## src/rtl/multi_scorekeeper.sv

```systemverilog
// multi_scorekeeper: N-player score tracker for the game top level.
// Counts one point per rising edge of the award strobe for every flagged
// player, saturates each counter, tracks a registered unique leader and
// latches the match result when a player reaches the target score.
module multi_scorekeeper #(
  parameter  int NUM_PLAYERS = 4,
  parameter  int SCORE_W     = 8,
  parameter  int WIN_SCORE   = 10,
  localparam int IDX_W       = (NUM_PLAYERS > 1) ? $clog2(NUM_PLAYERS) : 1
) (
  input  logic                           clk_i,
  input  logic                           reset_i,
  input  logic                           new_match_i,
  input  logic [NUM_PLAYERS-1:0]         win_vec_i,
  input  logic                           add_i,
  output logic [NUM_PLAYERS*SCORE_W-1:0] scores_o,
  output logic                           award_ack_o,
  output logic [IDX_W-1:0]               leader_o,
  output logic                           leader_valid_o,
  output logic                           match_over_o,
  output logic [IDX_W-1:0]               winner_o,
  output logic                           multi_win_o
);

  typedef enum logic {ST_PLAYING = 1'b0, ST_OVER = 1'b1} state_e;

  localparam logic [SCORE_W-1:0] SCORE_MAX = '1;
  // A player reaches the target when it is one below it and gets awarded.
  localparam logic [SCORE_W-1:0] WIN_M1    = SCORE_W'(WIN_SCORE - 1);

  state_e                 state_q, state_d;
  logic                   add_q;
  logic                   add_rise;
  logic                   clear_w;
  logic                   award_go;
  logic [SCORE_W-1:0]     score_q [NUM_PLAYERS];
  logic [SCORE_W-1:0]     score_d [NUM_PLAYERS];
  logic [NUM_PLAYERS-1:0] reach_w;
  logic                   ack_q;
  logic [IDX_W-1:0]       leader_q;
  logic                   leader_valid_q;
  logic [IDX_W-1:0]       winner_q, winner_d;
  logic                   multi_win_q, multi_win_d;
  logic [SCORE_W-1:0]     lead_max;
  logic [IDX_W-1:0]       lead_idx;
  logic                   lead_unique;

  // Reset and new_match share the clear path; only Reset touches add_q.
  assign clear_w  = reset_i | new_match_i;
  assign add_rise = add_i & ~add_q;

  // Strobe history for rising-edge qualification of add.
  always_ff @(posedge clk_i) begin
    if (reset_i) add_q <= 1'b0;
    else         add_q <= add_i;
  end

  // State register.
  always_ff @(posedge clk_i) begin
    if (clear_w) state_q <= ST_PLAYING;
    else         state_q <= state_d;
  end

  // Next state: the award that lands any player on the target ends the match.
  always_comb begin
    state_d = state_q;
    if (state_q == ST_PLAYING && (|reach_w)) state_d = ST_OVER;
  end

  // FSM outputs: award enable and the result of the ending award.
  always_comb begin
    award_go    = (state_q == ST_PLAYING) & add_rise & (|win_vec_i);
    winner_d    = '0;
    multi_win_d = ($countones(reach_w) > 1);
    for (int i = NUM_PLAYERS - 1; i >= 0; i--) begin
      if (reach_w[i]) winner_d = IDX_W'(i);
    end
  end

  // Per-player flags and packed score output.
  for (genvar gi = 0; gi < NUM_PLAYERS; gi++) begin : g_player
    assign reach_w[gi] = award_go & win_vec_i[gi] & (score_q[gi] == WIN_M1);
    assign scores_o[gi*SCORE_W +: SCORE_W] = score_q[gi];
  end

  // Score next-state: +1 for flagged players, holding at full scale.
  always_comb begin
    for (int i = 0; i < NUM_PLAYERS; i++) begin
      score_d[i] = score_q[i];
      if (award_go && win_vec_i[i] && score_q[i] != SCORE_MAX)
        score_d[i] = score_q[i] + 1'b1;
    end
  end

  // Score registers.
  always_ff @(posedge clk_i) begin
    if (clear_w) begin
      for (int i = 0; i < NUM_PLAYERS; i++) score_q[i] <= '0;
    end else begin
      score_q <= score_d;
    end
  end

  // Ack pulse and match result latch.
  always_ff @(posedge clk_i) begin
    if (clear_w) begin
      ack_q       <= 1'b0;
      winner_q    <= '0;
      multi_win_q <= 1'b0;
    end else begin
      ack_q <= award_go;
      if (state_q == ST_PLAYING && (|reach_w)) begin
        winner_q    <= winner_d;
        multi_win_q <= multi_win_d;
      end
    end
  end

  // Unique maximum search over the registered scores; any tie at the top
  // (including all-zero) clears lead_unique.
  always_comb begin
    lead_max    = '0;
    lead_idx    = '0;
    lead_unique = 1'b0;
    for (int i = 0; i < NUM_PLAYERS; i++) begin
      if (score_q[i] > lead_max) begin
        lead_max    = score_q[i];
        lead_idx    = IDX_W'(i);
        lead_unique = 1'b1;
      end else if (score_q[i] == lead_max) begin
        lead_unique = 1'b0;
      end
    end
  end

  // Leader register: keeps the previous index while there is no unique leader.
  always_ff @(posedge clk_i) begin
    if (clear_w) begin
      leader_q       <= '0;
      leader_valid_q <= 1'b0;
    end else begin
      leader_valid_q <= lead_unique;
      if (lead_unique) leader_q <= lead_idx;
    end
  end

  assign award_ack_o    = ack_q;
  assign leader_o       = leader_q;
  assign leader_valid_o = leader_valid_q;
  assign match_over_o   = (state_q == ST_OVER);
  assign winner_o       = winner_q;
  assign multi_win_o    = multi_win_q;

endmodule

```

## config.mk

```make
export PLATFORM = sky130hd
export DESIGN_NAME = multi_scorekeeper
export DESIGN_NICKNAME = d
export VERILOG_FILES = /design/src/rtl/multi_scorekeeper.sv
export SDC_FILE = /design/constraint.sdc
export NUM_CORES = 1
export LEC_CHECK = 0
export ABC_AREA = 0
export BUFFER_PORTS_ARGS = -buffer_cell sky130_fd_sc_hd__clkbuf_2
export CORE_MARGIN = 2
export CORE_UTILIZATION = 25
export DETAILED_ROUTE_END_ITERATION = 10
export SYNTH_ARGS = -nofsm -noshare
export SYNTH_HDL_FRONTEND = slang
export SYNTH_SLANG_ARGS = --single-unit
```

## constraint.sdc

```tcl
create_clock -name clk_i -period 5.35 [get_ports clk_i]
set_clock_uncertainty 0.05 [all_clocks]
set_input_delay 0.8025 -clock clk_i [delete_from_list [all_inputs] [get_ports clk_i]]
set_output_delay 0.8025 -clock clk_i [all_outputs]
set_load 0.01 [all_outputs]
```

==> reports/metrics.cfg, run 1 <==
[sta]
slew_violations=0
fmax_ghz=0.1990
max-slew-margin-rel=0.4697
worst_slew_pin_slew_ns=0.7955
setup_viol=0
tns_ns=0
hold_viol=0
period_share=0.9392
rsz0062_at_grt=no
min_period_ns=5.025

[drt]
drt_first_pass_iters=4
wl_per_cell_um=13.98
via_count=2400
routed_wirelength_mm=7.059
drc=0
ant_nets=0
viasPerCell=4.752
drt_iter0_drc=110

[yosys]
ys_ff_latch=41
synth_area_um2=2721
yosys-top-cells-area=dfxtp_1, ha_1, xnor2_1
synth.most_common_cell=dfxtp_1
synth.largest_area_cell=dfxtp_1
ys_warn_count=0
synth_cell_types=42
synth_top_flop_cell=dfxtp_1
synth_top_area_frac=0.3016
syn_inst=312
avgSynthCellArea_um2=8.722
synth_fp_nets=355
synth_common_cells=dfxtp_1, nor2_1, ha_1
synth_edf_count=0
yosysSeqAreaShare=0.3016
synth-async-reset-ratio=0

[global_routing]
grt_first_pass_wirelength_mm=11.38
grt_max_degree=41
grt_antenna_before_repair=0
overflow=0
grt_pass1_vias=2218
grt_use_total=0.1233

[min_path]
hp-class=reg -> reg

[clock_network]
root_buffer=clkbuf_8
cts-buffers-inserted=5
cts_max_level=2
clock_sinks=41
cts_hold_buf=0
cts_tree=yes
clock_latency_ns=0.29
clk_pin_slew_worst_paths_ns=0.08
cts_buffer_depth=2

[worst_setup_path]
crit_fanout=9
end_kind=flip-flop
cp_data_arrival_time_ns=5.11
critical_path_class=reg -> reg
critPathLaunchType=flip-flop
crit_required_ns=5.44

[floorplanning]
die_h_um=108.3
coreArea_um2=10750
io_pins=48
die_area_um2=11740
dieWidth_um=108.3
start_util=0.2533
fp-row-count=38

[finish]
fill_cells=1166
multi_input_area_um2=1822
regArea_um2=820.8
insertedDiodeCount=0
fin_nets=408
drive_gt1_frac=0.2192
area_growth_pct=20.32
fin_util=0.3047

[placed_design]
io_buffers=47
gp_congestion=0.8797
dpl.hpwl_mm=5.512

[power_and_ir_drop]
p_leak_nw=1.342
vdd_drop_max_uv=88.89
cellPowerDensity_nw_per_um2=175.1

[job]
cap_violations=0

[outcome]
status=finished, final reports clean

[power breakdown]
group / leakage (nW) / switching [mW] / internal [mW]
clock: 0.0433 / 0.110 / 0.102
combinational: 0.967 / 0.0295 / 0.0199
sequential: 0.331 / 0.00388 / 0.308
total: 1.34 / 0.143 / 0.430
[registers in the layout (all words and copies together) (netlist names)]
signal / count
scores_o: 32
leader_o: 2
winner_o: 2
add_q: 1
award_ack_o: 1
leader_valid_o: 1
match_over_o: 1
multi_win_o: 1
[placed cells by master, fill, tap and decap left out, types with 2 or more instances in the layout]
master,instances
clkbuf_2,47
dfxtp_1,41
nor2_1,37
ha_1,34
inv_1,27
nand4_1,20
xnor2_1,18
nand2_1,16
a21oi_1,14
mux2_2,11
mux2i_1,8
nand3_1,8
xor2_1,8
o21ai_0,6
clkbuf_8,6
a31oi_1,4
nor2b_1,4
nor3_1,4
buf_4,4
nor4b_1,3
nor3b_1,3
or3_1,3
o21a_1,3
and3_1,3
o211a_1,3
a211oi_1,3
or2_2,2
and2_1,2
o311ai_0,2
[timing repair]
action	CTS	global route
resized for setup	0	9
setup endpoints to repair	0	3
setup buffers	0	0
[per-layer routing]
| metal | wire length [um] | vias to the layer above | track usage | share of wire |
|---|---|---|---|---|
| met5 | 0 | - | 0 | 0 |
| met4 | 79 | 0 | 0.02656 | 0.011 |
| met3 | 318 | 8 | 0.03436 | 0.045 |
| met2 | 3082 | 49 | 0.1887 | 0.44 |
| met1 | 3578 | 1128 | 0.1725 | 0.51 |
| li1 | - | 1215 | - | - |
[final timing paths]
check	end	start	slack, ns	depth (start not counted)
max	leader_o[0]$_SDFFE_PP0P_	scores_o[6]$_SDFFE_PP0P_	0.33	22
min	winner_o[1]$_SDFFE_PP0P_	winner_o[1]$_SDFFE_PP0P_	0.43	2
max reg2reg	leader_o[0]$_SDFFE_PP0P_	scores_o[6]$_SDFFE_PP0P_	0.33	22
min reg2reg	winner_o[1]$_SDFFE_PP0P_	winner_o[1]$_SDFFE_PP0P_	0.43	2
[cell type report]
| type | count | area share |
|---|---|---|
| Sequential cell | 41 | 0.2507 |
| Multi-Input combinational cell | 239 | 0.5564 |
| Clock inverter | 1 | 0.002293 |
| Inverter | 27 | 0.03095 |
| Clock buffer | 6 | 0.02522 |
| Tap cell | 140 | 0.05350 |
| Timing Repair Buffer | 51 | 0.08101 |
[cells by family (layout without fill, tap and decap cells)]
group / Yosys count / in the layout / share of synthesized area
AND/OR/NAND/NOR: 113 / 113 / 0.2156
AO/OA/AOI/OAI: 46 / 46 / 0.1163
flip-flops: 41 / 41 / 0.3016
adder cells (fa/ha/maj): 35 / 35 / 0.1637
buffers and inverters: 32 / 85 / 0.04414
XOR/XNOR: 26 / 26 / 0.08368
multiplexers: 19 / 19 / 0.07494
[worst max-delay path, cell delays in order, from the launching register on]
cell and delay, ns:
dfxtp_1 0.37, or3_1 0.33, nor3_2 0.17, a31oi_1 0.14, ha_1 0.30, nand4_1 0.09, or2_2 0.32, o21ai_4 0.16
mux2_2 0.39, ha_1 0.29, a21oi_1 0.15, o21a_1 0.18, o21ai_1 0.08, nand2_1 0.09, buf_4 0.17, mux2_2 0.35
ha_1 0.30, nand4_1 0.17, nor2_4 0.08, or3_1 0.34, a21o_1 0.17, nand3_1 0.08, a31oi_1 0.09
[metrics by stage]
stage                     worst slack, ns  instances  instance area, um2  power, mW  hold slack [ns]
after floorplan                    0.4966        312                2721     0.3505           0.4399
after global placement             0.2518        498                3143     0.3654           0.4159
after detailed placement           0.1032        498                3143     0.3662           0.4258
after CTS                         0.04683        505                3233     0.5774           0.4383
after global routing             0.003251        505                3274     0.6053           0.4545
final                              0.3252        505                3274     0.5735           0.4300
Power figures use the tool's default switching activity.
==> run 2, diff against run 1 <==
clock period = 6.3 ns   (was 5.35 ns; I/O delays follow)
==> run 2 against run 1 <==
  * Core utilization fell by 0.38 points
  * Largest cell class unchanged
  * Highest routed layer unchanged
  * Cell count fell by 0.59%
  * Global-route usage rose by 0.57 points
==> reports/metrics.cfg, run 2 (synthesis gave the netlist of run 1 again) <==
[finish]
largest_reg_flops=32  ; unchanged
instances_no_fill=502  ; was 505
area_growth_pct=18.80  ; was 20.32%
final_common_cell=clkbuf_2  ; unchanged
fin_nets=404  ; was 408
multi_input_area_um2=1780  ; was 1822 um2
regArea_um2=820.8  ; unchanged
drive_gt1_frac=0.1989  ; was 0.2192
insertedDiodeCount=0  ; unchanged
layout_common_cells=clkbuf_2, dfxtp_1, nor2_1, ha_1, inv_1  ; unchanged
fin_util=0.3009  ; was 0.3047
fill_cells=1163  ; was 1166

[min_path]
hold_start=winner_o[1]$_SDFFE_PP0P_  ; unchanged
min_path_cells=2  ; unchanged
hp-class=reg -> reg  ; unchanged
hold_end=winner_o[1]$_SDFFE_PP0P_  ; unchanged

[worst_setup_path]
cpMaxStageDelayCell=mux2_2  ; unchanged
r2r-start=scores_o[4]$_SDFFE_PP0P_  ; was scores_o[6]$_SDFFE_PP0P_
critical_path.cell_chain=or3_1 > nor3_1 > a31oi_1 > ha_1 > nand4_1 > or2_2 > o21ai_2 > mux2_2 > ha_1 > nand2_1 > nor3_1 > inv_1 > nand2_1 > mux2_2 > ha_1 > nand4_1 > nor2_1 > nor2_1 > o311ai_0 > nand3_1 > a31oi_1  ; was or3_1 > nor3_2 > a31oi_1 > ha_1 > nand4_1 > or2_2 > o21ai_4 > mux2_2 > ha_1 > a21oi_1 > o21a_1 > o21ai_1 > nand2_1 > buf_4 > mux2_2 > ha_1 > nand4_1 > nor2_4 > or3_1 > a21o_1 > nand3_1 > a31oi_1
r2r-end=leader_o[0]$_SDFFE_PP0P_  ; unchanged
critPathBufInv=1  ; unchanged
end_kind=flip-flop  ; unchanged
r2r_slack_ns=0.75  ; was 0.33 ns
crit_family=simple AND/OR/NAND/NOR gates  ; unchanged
critical_path_class=reg -> reg  ; unchanged
crit_fanout=9  ; unchanged
max_stage_delay_ns=0.43  ; was 0.39 ns
critPathLaunchType=flip-flop  ; unchanged
crit_required_ns=6.46  ; was 5.44 ns
cp_data_arrival_time_ns=5.71  ; was 5.11 ns
r2r_cells=21  ; was 22
crit_top_cell=ha_1  ; unchanged

[sta]
worst_slew_pin_slew_ns=0.7711  ; was 0.7955 ns
hold_viol=0  ; unchanged
setup_viol=0  ; unchanged
fmax_ghz=0.1803  ; was 0.1990 GHz
slew_violations=0  ; unchanged
tns_ns=0  ; unchanged
rsz0062_at_grt=no  ; unchanged
max-slew-margin-rel=0.4859  ; was 0.4697
setup_ws_ns=0.7536  ; was 0.3252 ns
min_period_ns=5.546  ; was 5.025 ns
period_share=0.8804  ; was 0.9392

[drt]
wl_per_cell_um=14.37  ; was 13.98 um
via_count=2462  ; was 2400
ant_nets=0  ; unchanged
routed_wirelength_mm=7.213  ; was 7.059 mm
drt_iter0_drc=105  ; was 110
drc=0  ; unchanged
viasPerCell=4.904  ; was 4.752
drt_first_pass_iters=5  ; was 4

[placed_design]
gp_congestion=0.8573  ; was 0.8797
io_buffers=47  ; unchanged
dpl.hpwl_mm=5.691  ; was 5.512 mm
placed_cells=494  ; was 498
dp_slack_ns=0.8717  ; was 0.1032 ns

[clock_network]
root_buffer=clkbuf_8  ; unchanged
cts.repair.resized=0  ; unchanged
clock_sinks=41  ; unchanged
clk_pin_slew_worst_paths_ns=0.08  ; about the same
cts_hold_buf=0  ; unchanged
cts_setup_buffers=0  ; unchanged
clock_latency_ns=0.30  ; was 0.29 ns
cts_max_level=2  ; unchanged
cts_tree=yes  ; unchanged
cts_buffer_depth=2  ; unchanged
cts-buffers-inserted=5  ; unchanged

[global_routing]
grt_max_degree=41  ; unchanged
grt_pass1_vias=2316  ; was 2218
overflow=0  ; unchanged
grt_use_total=0.1289  ; was 0.1233
grt_first_pass_wirelength_mm=11.87  ; was 11.38 mm
grt_antenna_before_repair=0  ; unchanged

[floorplanning]
dieWidth_um=108.3  ; unchanged
io_pins=48  ; unchanged
coreArea_um2=10750  ; unchanged
die_area_um2=11740  ; unchanged
start_util=0.2533  ; unchanged
die_h_um=108.3  ; unchanged
fp-row-count=38  ; unchanged

[power_and_ir_drop]
p_leak_nw=1.324  ; was 1.342 nW
cellPowerDensity_nw_per_um2=164.6  ; was 175.1 nW/um2
p_seq_frac=0.498  ; was 0.544
p_int_uw=406.0  ; was 430.0 uW
clkPwrFrac=0.428  ; was 0.370
p_sw_frac=0.2369  ; was 0.2501
vdd_drop_max_uv=79.69  ; was 88.89 uV
power_switching_uw=126.0  ; was 143.4 uW
finalPower_uw=532.1  ; was 573.5 uW
pwr-share-comb=0.074  ; was 0.086

[job]
cap_violations=0  ; unchanged

[outcome]
status=finished, final reports clean  ; unchanged

run 2: power groups by stage:
stage	Combinational (mW)	Sequential, mW	Clock [mW]
after floorplan	0.0265	0.271	0
after global placement	0.0388	0.271	0
after detailed placement	0.0397	0.271	0
after CTS	0.0399	0.265	0.234
after global routing	0.0443	0.266	0.244
final	0.0393	0.265	0.228
run 2: final cells by class:
cell class,instances,share of cell area
clock buffer,6,0.02554
clock inverter,2,0.01161
timing repair buffer,47,0.07276
inverter,27,0.03135
tap,140,0.05418
multi-input combinational,239,0.5507
sequential,41,0.2539
run 2: how the worst max path moves through the flow:
stage                                to  cells after the start  slack [ns]                startpoint
2_1_floorplan  leader_o[0]$_SDFFE_PP0P_                     21        1.45  scores_o[4]$_SDFFE_PP0P_
3_3_place_gp   leader_o[0]$_SDFFE_PP0P_                     21        1.02  scores_o[4]$_SDFFE_PP0P_
3_5_place_dp   leader_o[0]$_SDFFE_PP0P_                     21        0.87  scores_o[4]$_SDFFE_PP0P_
4_1_cts        leader_o[0]$_SDFFE_PP0P_                     21        0.83  scores_o[4]$_SDFFE_PP0P_
5_1_grt        leader_o[0]$_SDFFE_PP0P_                     21        0.35  scores_o[4]$_SDFFE_PP0P_
6_report       leader_o[0]$_SDFFE_PP0P_                     21        0.75  scores_o[4]$_SDFFE_PP0P_
run 2: per-stage QoR:
| step | hold WS [ns] | area (um2) |
|---|---|---|
| after floorplan | 0.4399 | 2721 |
| after global placement | 0.4187 | 3113 |
| after detailed placement | 0.4239 | 3113 |
| after CTS | 0.4371 | 3233 |
| after global routing | 0.4809 | 3233 |
| final | 0.4258 | 3233 |
run 2: worst min-delay path: stages (launching register included):
cell and delay [ns]:
dfxtp_1 0.32, nand2b_1 0.06, a21oi_1 0.05
run 2: layer usage:
layer | global-route usage | wire (um)
met2 | 0.2017 | 3292
met3 | 0.02592 | 349
met5 | 0 | 0
met4 | 0.03480 | 99
met1 | 0.1802 | 3472
==> run 3, diff against run 2 <==
MAX_ROUTING_LAYER = met4   (was not set)
==> run 3 against run 2 <==
  * Core utilization unchanged
  * Die area stayed put
  * Non-clock buffer count is the same
  * First-iteration DRC count increased by 0.95%
  * Cell count is the same
  * Sequential cell count stayed put
  * Sequential share of layout area is the same
  * Clock power about the same
  * Critical path type unchanged
  * Design area unchanged
  * Via count down 0.20%
  * Largest power group unchanged
  * Worst setup slack better by 0.0060 ns
  * Clock-buffer cell count stayed put
==> reports/metrics.cfg, run 3 (synthesis gave the netlist of run 1 again) <==
[outcome]
status=finished, final reports clean  ; unchanged

[sta]
holdWs_ns=0.4259  ; was 0.4258 ns
hold_viol=0  ; unchanged
worst_slew_pin_slew_ns=0.7759  ; was 0.7711 ns
max-slew-margin-rel=0.4828  ; was 0.4859
setup_ws_ns=0.7596  ; was 0.7536 ns
period_share=0.8794  ; was 0.8804
slew_violations=0  ; unchanged
fmax_ghz=0.1805  ; was 0.1803 GHz
min_period_ns=5.540  ; was 5.546 ns
rsz0062_at_grt=no  ; unchanged
tns_ns=0  ; unchanged
setup_viol=0  ; unchanged

[worst_setup_path]
cp_data_arrival_time_ns=5.70  ; was 5.71 ns
cpMaxStageDelayCell=mux2_2  ; unchanged
crit_top_cell=ha_1  ; unchanged
crit_family=simple AND/OR/NAND/NOR gates  ; unchanged
crit_required_ns=6.46  ; about the same
crit_fanout=9  ; unchanged
critPathLaunchType=flip-flop  ; unchanged
max_stage_delay_ns=0.43  ; about the same
r2r_slack_ns=0.76  ; was 0.75 ns
end_kind=flip-flop  ; unchanged
critical_path_class=reg -> reg  ; unchanged
critPathBufInv=1  ; unchanged
critical_path.cell_chain=or3_1 > nor3_1 > a31oi_1 > ha_1 > nand4_1 > or2_2 > o21ai_2 > mux2_2 > ha_1 > nand2_1 > nor3_1 > inv_1 > nand2_1 > mux2_2 > ha_1 > nand4_1 > nor2_1 > nor2_1 > o311ai_0 > nand3_1 > a31oi_1  ; unchanged

[drt]
via_count=2457  ; was 2462
drt_iter0_drc=106  ; was 105
viasPerCell=4.894  ; was 4.904
drc=0  ; unchanged
drt_first_pass_iters=4  ; was 5
wl_per_cell_um=14.41  ; was 14.37 um
routed_wirelength_mm=7.233  ; was 7.213 mm
ant_nets=0  ; unchanged

[floorplanning]
dieWidth_um=108.3  ; unchanged
die_h_um=108.3  ; unchanged
die_area_um2=11740  ; unchanged
start_util=0.2533  ; unchanged
coreArea_um2=10750  ; unchanged
fp-row-count=38  ; unchanged
io_pins=48  ; unchanged

[power_and_ir_drop]
vdd_drop_max_uv=79.46  ; was 79.69 uV
p_int_uw=406.1  ; was 406.0 uW
p_sw_frac=0.2379  ; was 0.2369
p_leak_nw=1.324  ; unchanged
pwr-share-comb=0.074  ; about the same
clkPwrFrac=0.429  ; was 0.428
power_switching_uw=126.8  ; was 126.0 uW
finalPower_uw=532.8  ; was 532.1 uW
p_seq_frac=0.497  ; was 0.498
cellPowerDensity_nw_per_um2=164.8  ; was 164.6 nW/um2

[placed_design]
dpl.hpwl_mm=5.691  ; unchanged
placed_cell_area_um2=3113  ; unchanged
dp_slack_ns=0.8717  ; unchanged
io_buffers=47  ; unchanged
placed_cells=494  ; unchanged
gp_congestion=0.8711  ; was 0.8573

[job]
cap_violations=0  ; unchanged

[finish]
largest_reg_flops=32  ; unchanged
fin_nets=404  ; unchanged
drive_gt1_frac=0.1989  ; unchanged
layout_common_cells=clkbuf_2, dfxtp_1, nor2_1, ha_1, inv_1  ; unchanged
final_common_cell=clkbuf_2  ; unchanged
instances_no_fill=502  ; unchanged
area_growth_pct=18.80  ; unchanged
insertedDiodeCount=0  ; unchanged
postLayoutCellArea_um2=3233  ; unchanged
fin_util=0.3009  ; unchanged

[clock_network]
clk_pin_slew_worst_paths_ns=0.08  ; about the same
clock_sinks=41  ; unchanged
cts.repair.resized=0  ; unchanged
cts_hold_buf=0  ; unchanged
root_buffer=clkbuf_8  ; unchanged
cts_setup_buffers=0  ; unchanged
cts_buffer_depth=2  ; unchanged
cts_max_level=2  ; unchanged
cts-buffers-inserted=5  ; unchanged
cts_tree=yes  ; unchanged
clock_latency_ns=0.30  ; about the same

[global_routing]
grt_max_degree=41  ; unchanged
grt_use_total=0.1324  ; was 0.1289
grt_pass1_vias=2319  ; was 2316
grt_first_pass_wirelength_mm=11.86  ; was 11.87 mm
grt_antenna_before_repair=0  ; unchanged
overflow=0  ; unchanged

[min_path]
hp-class=reg -> reg  ; unchanged

## run 3: cell counts in the layout (fill, tap and decap cells not counted)
Identical to the previous run, type by type.
## run 3: metal layers
metal	global-route usage	vias up	wire length, um
met5	-	-	0
met1	0.1805	1184	3521
li1	-	1211	-
met2	0.2022	52	3311
met4	0.03480	0	112
met3	0.02351	10	288
## run 3: power by group through the flow
stage / combinational (mW) / sequential, mW / clock, mW
floorplan: 0.0265 / 0.271 / 0
global placement: 0.0388 / 0.271 / 0
detailed placement: 0.0397 / 0.271 / 0
CTS: 0.0399 / 0.265 / 0.234
global route: 0.0443 / 0.266 / 0.243
finish: 0.0393 / 0.265 / 0.229
## run 3: path summary, 6_finish.rpt
kind                            start  depth (start not counted)                       end
max          scores_o[4]$_SDFFE_PP0P_                         21  leader_o[0]$_SDFFE_PP0P_
min          winner_o[1]$_SDFFE_PP0P_                          2  winner_o[1]$_SDFFE_PP0P_
max reg2reg  scores_o[4]$_SDFFE_PP0P_                         21  leader_o[0]$_SDFFE_PP0P_
min reg2reg  winner_o[1]$_SDFFE_PP0P_                          2  winner_o[1]$_SDFFE_PP0P_
## run 3: tightest hold or removal path, delay by kind of cell (launching register included)
kind,cells,cell delay [ns]
compound gates,1,0.05
simple gates,1,0.06
flops,1,0.32
## run 3: area by class of cell
cell class	instances	area (um2)
clock inverters	2	37.54
repair buffers	47	235.2
inverters	27	101.3
fillers	1163	7512
clock buffers	6	82.58
multi-input cells	239	1780
well taps	140	175.2
flip-flops and latches	41	820.8
